[src/rtl/l1_line_arbiter_pkg.sv]
`default_nettype none
// ============================================================================
// Module  : l1_line_arbiter_pkg
// Brief   : LC-3b line/word types and L1 line-arbiter state encodings.
// Revision: 1.0
// ============================================================================
package l1_line_arbiter_pkg;

   localparam int unsigned LC3B_WORD_W    = 16;
   localparam int unsigned LC3B_L1_LINE_W = 128;

   typedef logic [LC3B_WORD_W-1:0]    lc3b_word;
   typedef logic [LC3B_L1_LINE_W-1:0] lc3b_l1_line;

   typedef enum logic [1:0] {
      IDLE    = 2'd0,
      SERVE_I = 2'd1,
      SERVE_D = 2'd2
   } l1_arb_state_t;

   typedef enum logic {
      ARB_SRC_I = 1'b0,
      ARB_SRC_D = 1'b1
   } l1_arb_src_t;

endpackage : l1_line_arbiter_pkg
`default_nettype wire

[src/rtl/l1_line_arbiter.sv]
`default_nettype none
// ============================================================================
// Module  : l1_line_arbiter
// Brief   : Round-robin arbiter for whole-line I/D cache transfers onto L2.
// Revision: 1.0
// ============================================================================
module l1_line_arbiter
   import l1_line_arbiter_pkg::*;
#(
   parameter int unsigned ADDR_W = LC3B_WORD_W,
   parameter int unsigned LINE_W = LC3B_L1_LINE_W
) (
   input  logic              clk,
   input  logic              reset,

   input  logic              i_read,
   input  logic [ADDR_W-1:0] i_address,
   output logic              i_resp,
   output logic [LINE_W-1:0] i_rdata,

   input  logic              d_read,
   input  logic              d_write,
   input  logic [ADDR_W-1:0] d_address,
   input  logic [LINE_W-1:0] d_wdata,
   output logic              d_resp,
   output logic [LINE_W-1:0] d_rdata,

   output logic              l2_read,
   output logic              l2_write,
   output logic [ADDR_W-1:0] l2_address,
   output logic [LINE_W-1:0] l2_wdata,
   input  logic              l2_resp,
   input  logic [LINE_W-1:0] l2_rdata
);

   l1_arb_state_t r_state;
   l1_arb_state_t w_state_next;
   l1_arb_src_t   r_last_grant;
   l1_arb_src_t   w_last_grant_next;

   logic w_i_req;
   logic w_d_req;

   assign w_i_req = i_read;
   assign w_d_req = d_read | d_write;

   always_ff @(posedge clk) begin
      if (reset) begin
         r_state      <= IDLE;
         r_last_grant <= ARB_SRC_D;
      end else begin
         r_state      <= w_state_next;
         r_last_grant <= w_last_grant_next;
      end
   end

   // Grants only leave IDLE, so every grant is separated by an IDLE cycle.
   always_comb begin
      w_state_next      = r_state;
      w_last_grant_next = r_last_grant;
      case (r_state)
         IDLE: begin
            if (w_i_req && w_d_req) begin
               if (r_last_grant == ARB_SRC_D) begin
                  w_state_next      = SERVE_I;
                  w_last_grant_next = ARB_SRC_I;
               end else begin
                  w_state_next      = SERVE_D;
                  w_last_grant_next = ARB_SRC_D;
               end
            end else if (w_i_req) begin
               w_state_next      = SERVE_I;
               w_last_grant_next = ARB_SRC_I;
            end else if (w_d_req) begin
               w_state_next      = SERVE_D;
               w_last_grant_next = ARB_SRC_D;
            end
         end
         SERVE_I, SERVE_D: begin
            if (l2_resp) begin
               w_state_next = IDLE;
            end
         end
         default: w_state_next = IDLE;
      endcase
   end

   assign i_rdata = l2_rdata;
   assign d_rdata = l2_rdata;

   always_comb begin
      l2_read    = 1'b0;
      l2_write   = 1'b0;
      l2_address = '0;
      l2_wdata   = '0;
      i_resp     = 1'b0;
      d_resp     = 1'b0;
      case (r_state)
         SERVE_I: begin
            l2_read    = i_read;
            l2_address = i_address;
            i_resp     = l2_resp;
         end
         SERVE_D: begin
            // A simultaneous read and write resolves to the write.
            l2_read    = d_read & ~d_write;
            l2_write   = d_write;
            l2_address = d_address;
            l2_wdata   = d_wdata;
            d_resp     = l2_resp;
         end
         default: begin
         end
      endcase
   end

endmodule : l1_line_arbiter
`default_nettype wire
[config.mk]
export PLATFORM = sky130hd
export DESIGN_NAME = l1_line_arbiter
export DESIGN_NICKNAME = d
export VERILOG_FILES = /design/src/rtl/l1_line_arbiter_pkg.sv /design/src/rtl/l1_line_arbiter.sv
export SDC_FILE = /design/constraint.sdc
export NUM_CORES = 1
export LEC_CHECK = 0
export CORE_AREA = 2 2 268 270
export CTS_CLUSTER_DIAMETER = 80
export DETAILED_ROUTE_END_ITERATION = 16
export DIE_AREA = 0 0 270 272
export PLACE_DENSITY = 0.3
export SKIP_LAST_GASP = 1
export SLEW_MARGIN = 25
export SYNTH_ARGS = -nofsm -noshare
export SYNTH_HDL_FRONTEND = slang
export SYNTH_SLANG_ARGS = --single-unit
[constraint.sdc]
create_clock -name clk -period 1.41 [get_ports clk]
set_clock_uncertainty 0.15 [all_clocks]
set_input_delay 0.2115 -clock clk [delete_from_list [all_inputs] [get_ports clk]]
set_output_delay 0.2115 -clock clk [all_outputs]
set_load 0.01 [all_outputs]
### Yosys cells after proc, flatten, opt, wreduce, memory -nomap -nowiden

Cells that the tools add are included.

| word-level totals | value |
|---|---|
| flip-flop bits (word level) | 3 |
| input port bits | 294 |
| logic and storage cells | 31 |

| operators by class | value |
|---|---|
| equality and inequality tests | 4 |
| mux-type cells | 16 |
| bitwise operators | 3 |
| reductions and logical operators | 6 |

Operators by type and width:

| kind | count |
|---|---|
| 2-to-1 mux 128 bit | 1 |
| one-hot mux 16 bit (2 select lines) | 1 |
| 2-to-1 mux 2 bit | 5 |
| 2-to-1 mux 1 bit | 7 |
| inequality test 4 bit, second input constant | 1 |
| one-hot mux 2 bit (2 select lines) | 1 |
| AND reduction 2 bit | 2 |
| nonzero test 3 bit | 1 |
| == test 2 x 1 -> 1 bit, second input constant | 1 |
| == test 2 bit, second input constant | 1 |
| logical NOT 2 bit | 1 |
| inequality test 2 bit, second input constant | 1 |
| one-hot mux 1 bit (2 select lines) | 1 |
| OR reduction 2 bit | 1 |
| bitwise AND 1 bit | 1 |
| logical AND 1 bit | 1 |
| inverter 1 bit | 1 |
| OR 1 bit | 1 |

### Logic depth before layout (Yosys ltp)

| logic depth | value |
|---|---|
| depth in word-level cells | 5 |
| mapped depth | 7 |
| depth with buffers taken out | 5 |

### Worst setup path before layout

OpenSTA, ideal clock, no wires.

| path | value |
|---|---|
| path kind | register to output |
| start | reg r_state[1] |
| end | out l2_address[10] |
| arrival time | 1.224 ns |
| data required time | 1.048 ns |
| slack | -0.175 ns |
| stages on the path, launching flop included | 7 |
| buffers on the path | 2 |
| cell sequence | dfxtp_1 inv_1 ha_1 buf_2 buf_1 a22oi_1 nor2b_1 |

| on the way | value |
|---|---|
| longest elaborated chain between the ends | 2 |
| elaborated cells between the ends (all ways) | 3 |
| classes of those cells | eq/ne (2); mux (1) |

RTL lines:

| item | RTL line | text |
|---|---|---|
| start: declaration | l1_line_arbiter.sv:36 | `l1_arb_state_t r_state;` |
| start signal: assignment | l1_line_arbiter.sv:52 | `r_state <= w_state_next;` |
| == test 2 bit or == test 2 x 1 -> 1 bit (tied branches) | l1_line_arbiter.sv:98 | `case (r_state)` |
| one-hot mux 16 bit (2 select lines) (*) | l1_line_arbiter.sv:98 |  |
| end: declaration | l1_line_arbiter.sv:30 | `output logic [ADDR_W-1:0] l2_address,` |

Every way passes the cells marked *; elsewhere a longest branch is shown, timed or not.

### Worst setup path after layout

| path | value |
|---|---|
| start | reg r_state[0] |
| end | out l2_address[8] |

Same word-level chain as after synthesis.

==> out/metrics.cfg <==
[run_status]
outcome=complete, but fails checks
violations=negative setup slack

[final_layout]
area_growth_pct=88.4
fin_area_sq_um=6120
mostFrequentLayoutCells=clkdlybuf4s50_1 (193), and2_1 (116), clkbuf_2 (49)
final_common_cell=clkdlybuf4s50_1
fin_util=0.0865
drive_gt1_frac=0.353
nets=854

[global_route]
grt_max_degree=31
grt_pass1_vias=3302
grt-ovfl-total=0
antenna_found_initial=3
grt_pass1_wl_um=23500
track_usage=0.0439

[critical_path]
rr_endpoint=r_state[0]
crit_arrival_ns=1.82
crit_path_top_delay_cell=clkdlybuf4s50_1
required_ns=1.05
path_class=reg2out
r2r_cells=7
worst_path_largest_cell_delay_ns=0.53
start_kind=flip-flop
crit_fanout=12
r2r_start=r_state[0]
endpoint_kind=output port
r2r_setup_slack_ns=-0.24
crit_chain=inv_4 > buf_4 > ha_4 > buf_8 > nor2b_2 > clkdlybuf4s50_1

[clocking]
worstSkewPairLatency_ns=0.23
cts_tree=done
clock-sinks=3
htreeDepth=1
cts.clk_slew.worst_paths_ns=0.03
cts_made_buffers=3
cts.path.max_buffers=2
hold_buffers=0
root_buffer=clkbuf_16

[logic_synthesis]
synth-edff-count=0
synth_flop_cell=dfxtp_1
ys_seq_area_frac=0.0185
syn_inst=462
async_flop_share=0
ys_ff_latch=3
syn-cell-area_sq_um=3250
ys_warn_count=0
avgSynthCellArea_sq_um=7.03
synth_fp_nets=759
ys_types=21

[floorplan]
fp.dieH_um=272
initial_core_util=0.0459
io_pins=698
design.die.area_sq_um=73400
core_sq_um=70800
row_count=98
die_x_um=270

[routing]
wl_met3_um=2960
drt_iter0_markers=63
vias_per_cell=2.04
wirelength_um=18200
num_vias=3080
top_layer_used=met4
drc_errors=0
firstDrtPassIters=4
ant_nets=0
dr_wl_met2_um=8210
routedWlPerCell_um=12.1
drt-met1-wl_um=6260

[timing]
rsz0062_at_grt=yes
worstMarginPinSlew_ns=0.252
finalCriticalPeriod_ns=2.18
whs_ns=0.273
setup_slack_ns=-0.769
max_freq_mhz=459
final_max_slew_viol_count=0
hold_violations=0
finalCritPeriodShare=1.55
setup-violations-final=150
slew_headroom=0.832
finalSetupTns_ns=-76.45

[place]
dpl_cell_area_sq_um=5850
place.gp.congestion=0.812
place_hpwl_um=13900
port_buffers=313

[power]
cellPowerDensity_nw_per_um2=523
p_leak_nw=2.58
p_total_w=0.00320
peakVddDrop_mv=0.278

[min_path]
holdPathEnd=d_rdata[126]
hold_class=in2out
hold_path.startpoint=l2_rdata[126]
whs_path_depth=0

[flow_run]
maxCapViolCount=0

-- critical path: cells and delay by family, from the launching register on --
family                     cells  cell delay, ns
adders and majority gates      1            0.28
buffers and inverters          4            0.83
DFF                            1            0.34
and+or+nand+nor                1            0.13
-- sequential cells by signal (all words and copies together) (netlist names) --
| signal | count |
|---|---|
| r_last_grant | 1 |
| r_state | 2 |
-- per-layer routing --
layer,global-route usage,vias to the layer above
li1,-,1356
met1,0.0441,1271
met2,0.0673,384
met3,0.0341,69
met4,0.0190,0
met5,0,-
-- report_power, final --
group	total (W)	switching (W)	internal (W)
registers	0.000116	0.0000149	0.000101
logic	0.00263	0.00102	0.00161
clock network	0.000452	0.0000792	0.000373
-- kinds of logic (layout without fill, tap and decap cells) --
logic type / after synthesis / in the layout / share of synthesized area
DFF: 3 / 3 / 0.0185
other: 0 / 3 / 0
and+or+nand+nor: 156 / 156 / 0.300
adders and majority gates: 3 / 3 / 0.0116
buffers and inverters: 277 / 371 / 0.617
AOI/OAI and AO/OA: 23 / 23 / 0.0536
-- stage by stage --
step,std cells,setup WS [ns]
after floorplan,462,-0.0261
after global placement,1471,-0.647
after detailed placement,1471,-0.644
after CTS,1491,-0.828
after global routing,1507,-0.849
final,1509,-0.769
-- synth_stat cells, types with 2 or more instances --
| cell type | count | area share |
|---|---|---|
| ha_1 | 3 | 0.012 |
| and2_1 | 132 | 0.25 |
| nor2b_1 | 16 | 0.031 |
| buf_4 | 256 | 0.59 |
| dfxtp_1 | 3 | 0.018 |
| nor2_1 | 2 | 0.0023 |
| a22o_1 | 2 | 0.0054 |
| clkbuf_1 | 17 | 0.020 |
| inv_1 | 2 | 0.0023 |
| nand2_1 | 3 | 0.0035 |
| a22oi_1 | 16 | 0.037 |
-- how the worst max path moves through the flow --
| stage | startpoint | end | cells after the start |
|---|---|---|---|
| 2_1_floorplan | r_state[1] | r_state[0] | 5 |
| 5_1_grt | r_state[0] | l2_address[8] | 7 |
| 3_3_place_gp | r_state[0] | l2_wdata[35] | 6 |
| 6_report | r_state[0] | l2_address[8] | 6 |
| 3_5_place_dp | r_state[0] | l2_wdata[93] | 6 |
| 4_1_cts | r_state[0] | l2_read | 7 |
-- timing repair --
item / CTS / global route
endpoints found under the setup margin: 151 / 150
cloned: 3 / 3
resized for setup: 170 / 220
pin swaps: 2 / 2
setup buffers: 13 / 14
-- cell type report --
cell class	count	area, sq um
flip-flops and latches	3	65.1
fillers	8310	64600
repair buffers	365	3450
clock buffers	4	78.8
diodes	3	7.51
multi-input cells	182	1320
well taps	950	1190
inverters	2	10.0
(Power assumes the default switching activity.)
==> RTL change 1 (config.mk and constraints unchanged) <==
`LC3B_WORD_W`: 16 -> 32.
--- a/src/rtl/l1_line_arbiter_pkg.sv
+++ b/src/rtl/l1_line_arbiter_pkg.sv
@@ -7,5 +7,5 @@
 package l1_line_arbiter_pkg;
 
-   localparam int unsigned LC3B_WORD_W    = 16;
+   localparam int unsigned LC3B_WORD_W    = 32;
    localparam int unsigned LC3B_L1_LINE_W = 128;
 
Interface: changed (resized d_address, i_address and l2_address); port bits go from 698 to 746. No check against the original RTL was run, so the function may have changed too.
==> RTL change 1 against the unedited design <==
  * The run still ends with negative setup slack left
  * Setup slack better by 0.17 ns
  * Synthesized cell count is 8.2% higher
  * Non-clock buffer count is 66 higher
  * Total power is 53% higher
  * Global-route usage is 1.6 points higher
  * Synthesized area is 7.7% higher
  * Final area is 33% higher
  * Sequential cell count stayed put
  * Wire length is 33% higher
  * Combinational power is 64% higher
  * Largest cell class unchanged
  * Highest routed layer is now met5
==> RTL change 1: results (changes against the unedited design) <==
### Power and ir drop
• reported leakage power: 0.00312 uW, +21%
• VDD IR-drop max: 0.270 mV, -2.8%

### Final layout
• # diodes: 0, -3
• Final Non-Filler Cells: 1,604, +6.3%
• fraction of final layout cells sized beyond drive strength 1: 65.6%, +30 points
• final net count: 984, +15%
• filler cell count: 8,153, -1.9%

### Timing
• max-slew headroom at the worst pin: 85.5%, +2.3 points
• final number of setup-violating endpoints: 166, +11%
• TNS Setup: -77.50 ns, -1.05 ns
• Final Worst Setup Slack: -0.602 ns, +0.167 ns
• Final Hold Slack: 0.273 ns, -0.00000100 ns

### Worst setup path
• reg-to-reg setup timing slack: -0.28 ns, -0.04 ns
• reg2reg end: r_state[0]$_SDFFE_PP0P_
• critical path's largest stage delay: 0.35 ns, -0.18 ns
• Crit path arrival time: 1.65 ns, -0.17 ns
• critical path's slowest cell: sky130_fd_sc_hd__dfxtp_4
• end of the critical path: l2_wdata[55]
• critical-path maximum fanout: 6, -6

### Place
• post-DP HPWL: 17,300 um, +24%
• quantity of I/O buffers inserted on ports: 361, +15%
• number of placed cells counting well taps: 1,542, +4.8%
• final weighted congestion in routability-driven placement: 0.721, -11%
• Placed Instance Area: 6800 um^2, +16%

### Synthesis
• most frequent cells after synthesis: 256 x sky130_fd_sc_hd__buf_4, 132 x sky130_fd_sc_hd__and2_1, 32 x sky130_fd_sc_hd__a22oi_1, 32 x sky130_fd_sc_hd__nor2b_1, 17 x sky130_fd_sc_hd__clkbuf_1
• synthesized area per cell: 7.00 um^2, -0.44%
• Synth Net Count: 829, +9.2%
• post-synth cell types: 20, -4.8%
• cell types with the largest area share after synthesis: sky130_fd_sc_hd__buf_4 55%, sky130_fd_sc_hd__and2_1 24%, sky130_fd_sc_hd__a22oi_1 6.9%

### GRT
• global routing met3 resource utilization: 4.40%, +0.99 points
• via count of the first global-routing pass: 4,238, +28%
• met1 GRT Util: 5.95%, +1.5 points
• antenna violations before repair: 4, +1
• met2 usage in global routing: 9.71%, +3.0 points
• first-pass GRT wire length: 31,600 um, +35%
• Global Route Usage Sum: 5.97%, +1.6 points
• pin count of the biggest net entering global routing: 28, -9.7%

### Worst hold path
• Hold Path Sink: d_rdata[42]
• beginning of the worst hold path: l2_rdata[42]

### Detailed routing
• post-detailed-routing wire length: 24,200 um, +33%
• routed wire length on met3: 4110 um, +39%
• drt initial violations: 40, -37%
• vias per std cell: 2.34, +15%
• uppermost layer routed: met5

### Status
• result of the run: complete, but fails checks
• violated checks: negative setup slack

### Clock network
• post-cts gate resize count: 722, +320%

-- RTL change 1: changes by cell type after synthesis, sizes merged --
| cell | delta |
|---|---|
| nor2b | +16 |
| a22oi | +16 |
| buf | +6 |
-- RTL change 1: logic make-up after synthesis --
group / count (synthesis) / synth area share, %
flops: 3 / 1.72
buf+inv: 283 / 58.1
simple gates: 172 / 30.7
fa+ha+maj: 3 / 1.07
compound gates: 39 / 8.40
-- RTL change 1: layout make-up --
cell class / instances / area [um^2] / share of cell area (%)
Clock buffer: 4 / 78.8 / 0.969
Inverter: 2 / 10.0 / 0.123
Multi-Input combinational cell: 214 / 2000 / 24.6
Sequential cell: 3 / 67.6 / 0.831
Tap cell: 950 / 1190 / 14.6
Timing Repair Buffer: 431 / 4790 / 58.8
-- RTL change 1: power by group through the flow --
stage,registers [uW],clock network (uW),logic [uW]
after detailed placement,117,0,2910
after CTS,117,466,4010
after floorplan,112,0,2090
final,117,454,4310
after global routing,119,470,4620
after global placement,116,0,2940
==> RTL change 2 (same flow settings) <==
Made on the original files. Register the output `l2_address`, with the module's reset; this adds one clock of latency there. The other outputs are not delayed to match.
--- a/src/rtl/l1_line_arbiter.sv
+++ b/src/rtl/l1_line_arbiter.sv
@@ -33,4 +33,6 @@
    input  logic [LINE_W-1:0] l2_rdata
 );
+
+   logic [ADDR_W-1:0] l2_address_d;
 
    l1_arb_state_t r_state;
@@ -92,5 +94,5 @@
       l2_read    = 1'b0;
       l2_write   = 1'b0;
-      l2_address = '0;
+      l2_address_d = '0;
       l2_wdata   = '0;
       i_resp     = 1'b0;
@@ -99,5 +101,5 @@
          SERVE_I: begin
             l2_read    = i_read;
-            l2_address = i_address;
+            l2_address_d = i_address;
             i_resp     = l2_resp;
          end
@@ -106,5 +108,5 @@
             l2_read    = d_read & ~d_write;
             l2_write   = d_write;
-            l2_address = d_address;
+            l2_address_d = d_address;
             l2_wdata   = d_wdata;
             d_resp     = l2_resp;
@@ -115,4 +117,12 @@
    end
 
+   always_ff @(posedge clk) begin
+      if (reset) begin
+         l2_address <= '0;
+      end else begin
+         l2_address <= l2_address_d;
+      end
+   end
+
 endmodule : l1_line_arbiter
 `default_nettype wire
Formal check against the unedited RTL: not equivalent (a bounded check fails within 4 cycles, from zero or initial values and one cycle with reset high).
==> RTL change 2 against the unedited design <==
  * The flow still finishes with violations (negative setup slack)
  * Maximum frequency increased by 3.2%
  * Non-clock buffer count up 16
  * Synthesized area rose by 9.0%
  * Sequential share of layout area increased by 4.0 points
  * Setup slack gained 0.068 ns
  * Global-route usage rose by 0.56 points
  * Sequential cell count up 16
  * Largest power group unchanged
  * Final area grew 22%
  * Total power up 47%
  * Wire length up 10%
==> RTL change 2: results (changes against the unedited design) <==
### Detailed routing
• Pre-antenna DRT Iters: 2, -2
• post-detailed-routing wire length: 20,100 um, +10%
• drt initial violations: 52, -17%
• vias per std cell: 2.27, +11%

### Synthesis
• cell type with the largest total area after synthesis: sky130_fd_sc_hd__buf_4
• most frequent cells after synthesis: 256 x sky130_fd_sc_hd__buf_4, 132 x sky130_fd_sc_hd__and2_1, 19 x sky130_fd_sc_hd__dfxtp_1
• most used flip-flop cell after synthesis: sky130_fd_sc_hd__dfxtp_1
• cell types with the largest area share after synthesis: sky130_fd_sc_hd__buf_4 54%, sky130_fd_sc_hd__and2_1 23%, sky130_fd_sc_hd__dfxtp_1 11%
• number of warnings reported in the yosys synthesis log: 0, unchanged
• post-synth cell types: 20, -4.8%
• Synth Net Count: 778, +2.5%
• share of flip-flops with an asynchronous set or reset: 0%, unchanged
• register area share after synthesis: 10.7%, +8.9 points

### GRT
• pin count of the biggest net entering global routing: 19, -39%
• Global Route Usage Sum: 4.95%, +0.56 points
• antenna violations before repair: 1, -2
• first-pass GRT wire length: 26,600 um, +13%
• via count of the first global-routing pass: 3,974, +20%

### Final layout
• filler cell count: 8,203, -1.3%
• fraction of final layout cells sized beyond drive strength 1: 55.3%, +20 points
• Top Registers: l2_address: 16 flops, r_state: 2 flops, r_last_grant: 1 flops
• final net count: 888, +4.0%

### Timing
• Final Worst Setup Slack: -0.701 ns, +0.0683 ns
• TNS Setup: -78.83 ns, -2.39 ns
• max-slew headroom at the worst pin: 79.8%, -3.4 points
• final number of setup-violating endpoints: 151, +0.67%

### Clock network
• clk slew on worst S/H paths: 0.06 ns, +0.03 ns
• clock latency on the worst-skew pair: 0.26 ns, +0.03 ns
• clock root buffer: sky130_fd_sc_hd__clkbuf_16
• number of buffers created by CTS: 3, unchanged
• number of H-tree branching levels: 1, unchanged
• maximum buffer depth of the clock tree: 2, unchanged

### Place
• final weighted congestion in routability-driven placement: 0.824, +1.5%
• quantity of I/O buffers inserted on ports: 313, unchanged
• Placed Instance Area: 6150 um^2, +5.1%
• post-DP HPWL: 13,900 um, about the same

### Worst setup path
• reg-to-reg setup timing slack: -0.40 ns, -0.16 ns
• Crit path arrival time: 1.75 ns, -0.07 ns
• endpoint kind of the worst setup timing path: output port
• critical-path maximum fanout: 5, -7

### Status
• result of the run: complete, but fails checks
• violated checks: negative setup slack

### Power and ir drop
• VDD IR-drop max: 0.368 mV, +33%
• reported leakage power: 0.00305 uW, +18%

### Worst hold path
• hold crit path type: input pin to output port

## RTL change 2: area by class of cell
cell class,count,area share (%)
Antenna cell,1,0.0334
Clock buffer,3,1.00
Clock inverter,1,0.0668
Inverter,3,0.150
Multi-Input combinational cell,183,20.8
Sequential cell,19,5.11
Tap cell,950,15.9
Timing Repair Buffer,381,56.9
## RTL change 2: per-layer routing
metal	share of wire (%)	vias to the layer above	wire length (um)	global-route usage, %
met5	0	-	0	0
met4	4.6	0	928	2.59
met3	17	41	3340	3.60
met2	48	501	9620	8.65
met1	31	1520	6180	4.14
li1	-	1437	-	-
## RTL change 2: critical path, cell delays in order, from the launching register on
cell,delay [ns]
sky130_fd_sc_hd__dfxtp_2,0.34
sky130_fd_sc_hd__inv_2,0.05
sky130_fd_sc_hd__ha_4,0.19
sky130_fd_sc_hd__buf_12,0.13
sky130_fd_sc_hd__buf_12,0.13
sky130_fd_sc_hd__buf_12,0.14
sky130_fd_sc_hd__buf_16,0.13
sky130_fd_sc_hd__buf_12,0.12
sky130_fd_sc_hd__and2_4,0.13
sky130_fd_sc_hd__buf_6,0.11
## RTL change 2: final timing paths
kind                                                start                         to  cells after the start
worst max-delay path              r_state[0]$_SDFFE_PP0P_              l2_wdata[107]                      9
worst min-delay path                         l2_rdata[29]                d_rdata[29]                      0
worst max register to register    r_state[1]$_SDFFE_PP0P_    r_state[1]$_SDFFE_PP0P_                      8
worst min register to register  r_last_grant$_SDFFE_PP1P_  r_last_grant$_SDFFE_PP1P_                      2
## RTL change 2: what timing repair did
action | 4_1_cts | 5_1_grt
pin swaps | 4 | 5
cloned | 14 | 1
resized for setup | 622 | 135
setup buffers | 31 | 11
setup endpoints to repair | 166 | 151
endpoints found under the hold margin | 0 | 0
## RTL change 2: metrics by stage
step | total power [uW] | setup slack (ns) | utilization, % | hold slack (ns) | cells
2_1_floorplan | 2200 | -0.0349 | - | 0.161 | 481
5_1_grt | 4960 | -0.755 | 10.6 | 0.273 | 1541
6_report | 4700 | -0.701 | 10.6 | 0.273 | 1541
3_5_place_dp | 2800 | -0.630 | 8.69 | 0.273 | 1486
3_3_place_gp | 2840 | -0.669 | 8.69 | 0.273 | 1486
4_1_cts | 4430 | -0.742 | 9.89 | 0.273 | 1534
## RTL change 2: kinds of logic (layout without fill, tap and decap cells)
group | Yosys count | count (layout) | synth area share (%)
buf+inv | 279 | 388 | 56.8
simple gates | 157 | 157 | 26.6
compound gates | 23 | 23 | 4.77
flops | 19 | 19 | 10.7
fa+ha+maj | 3 | 3 | 1.06
other cells | 0 | 1 | 0
## RTL change 2: report_power, final
group,switching [uW],internal [uW],total [uW]
logic,1250,2240,3490
registers,16.2,570,586
clock network,236,382,618
total,1500,3190,4700
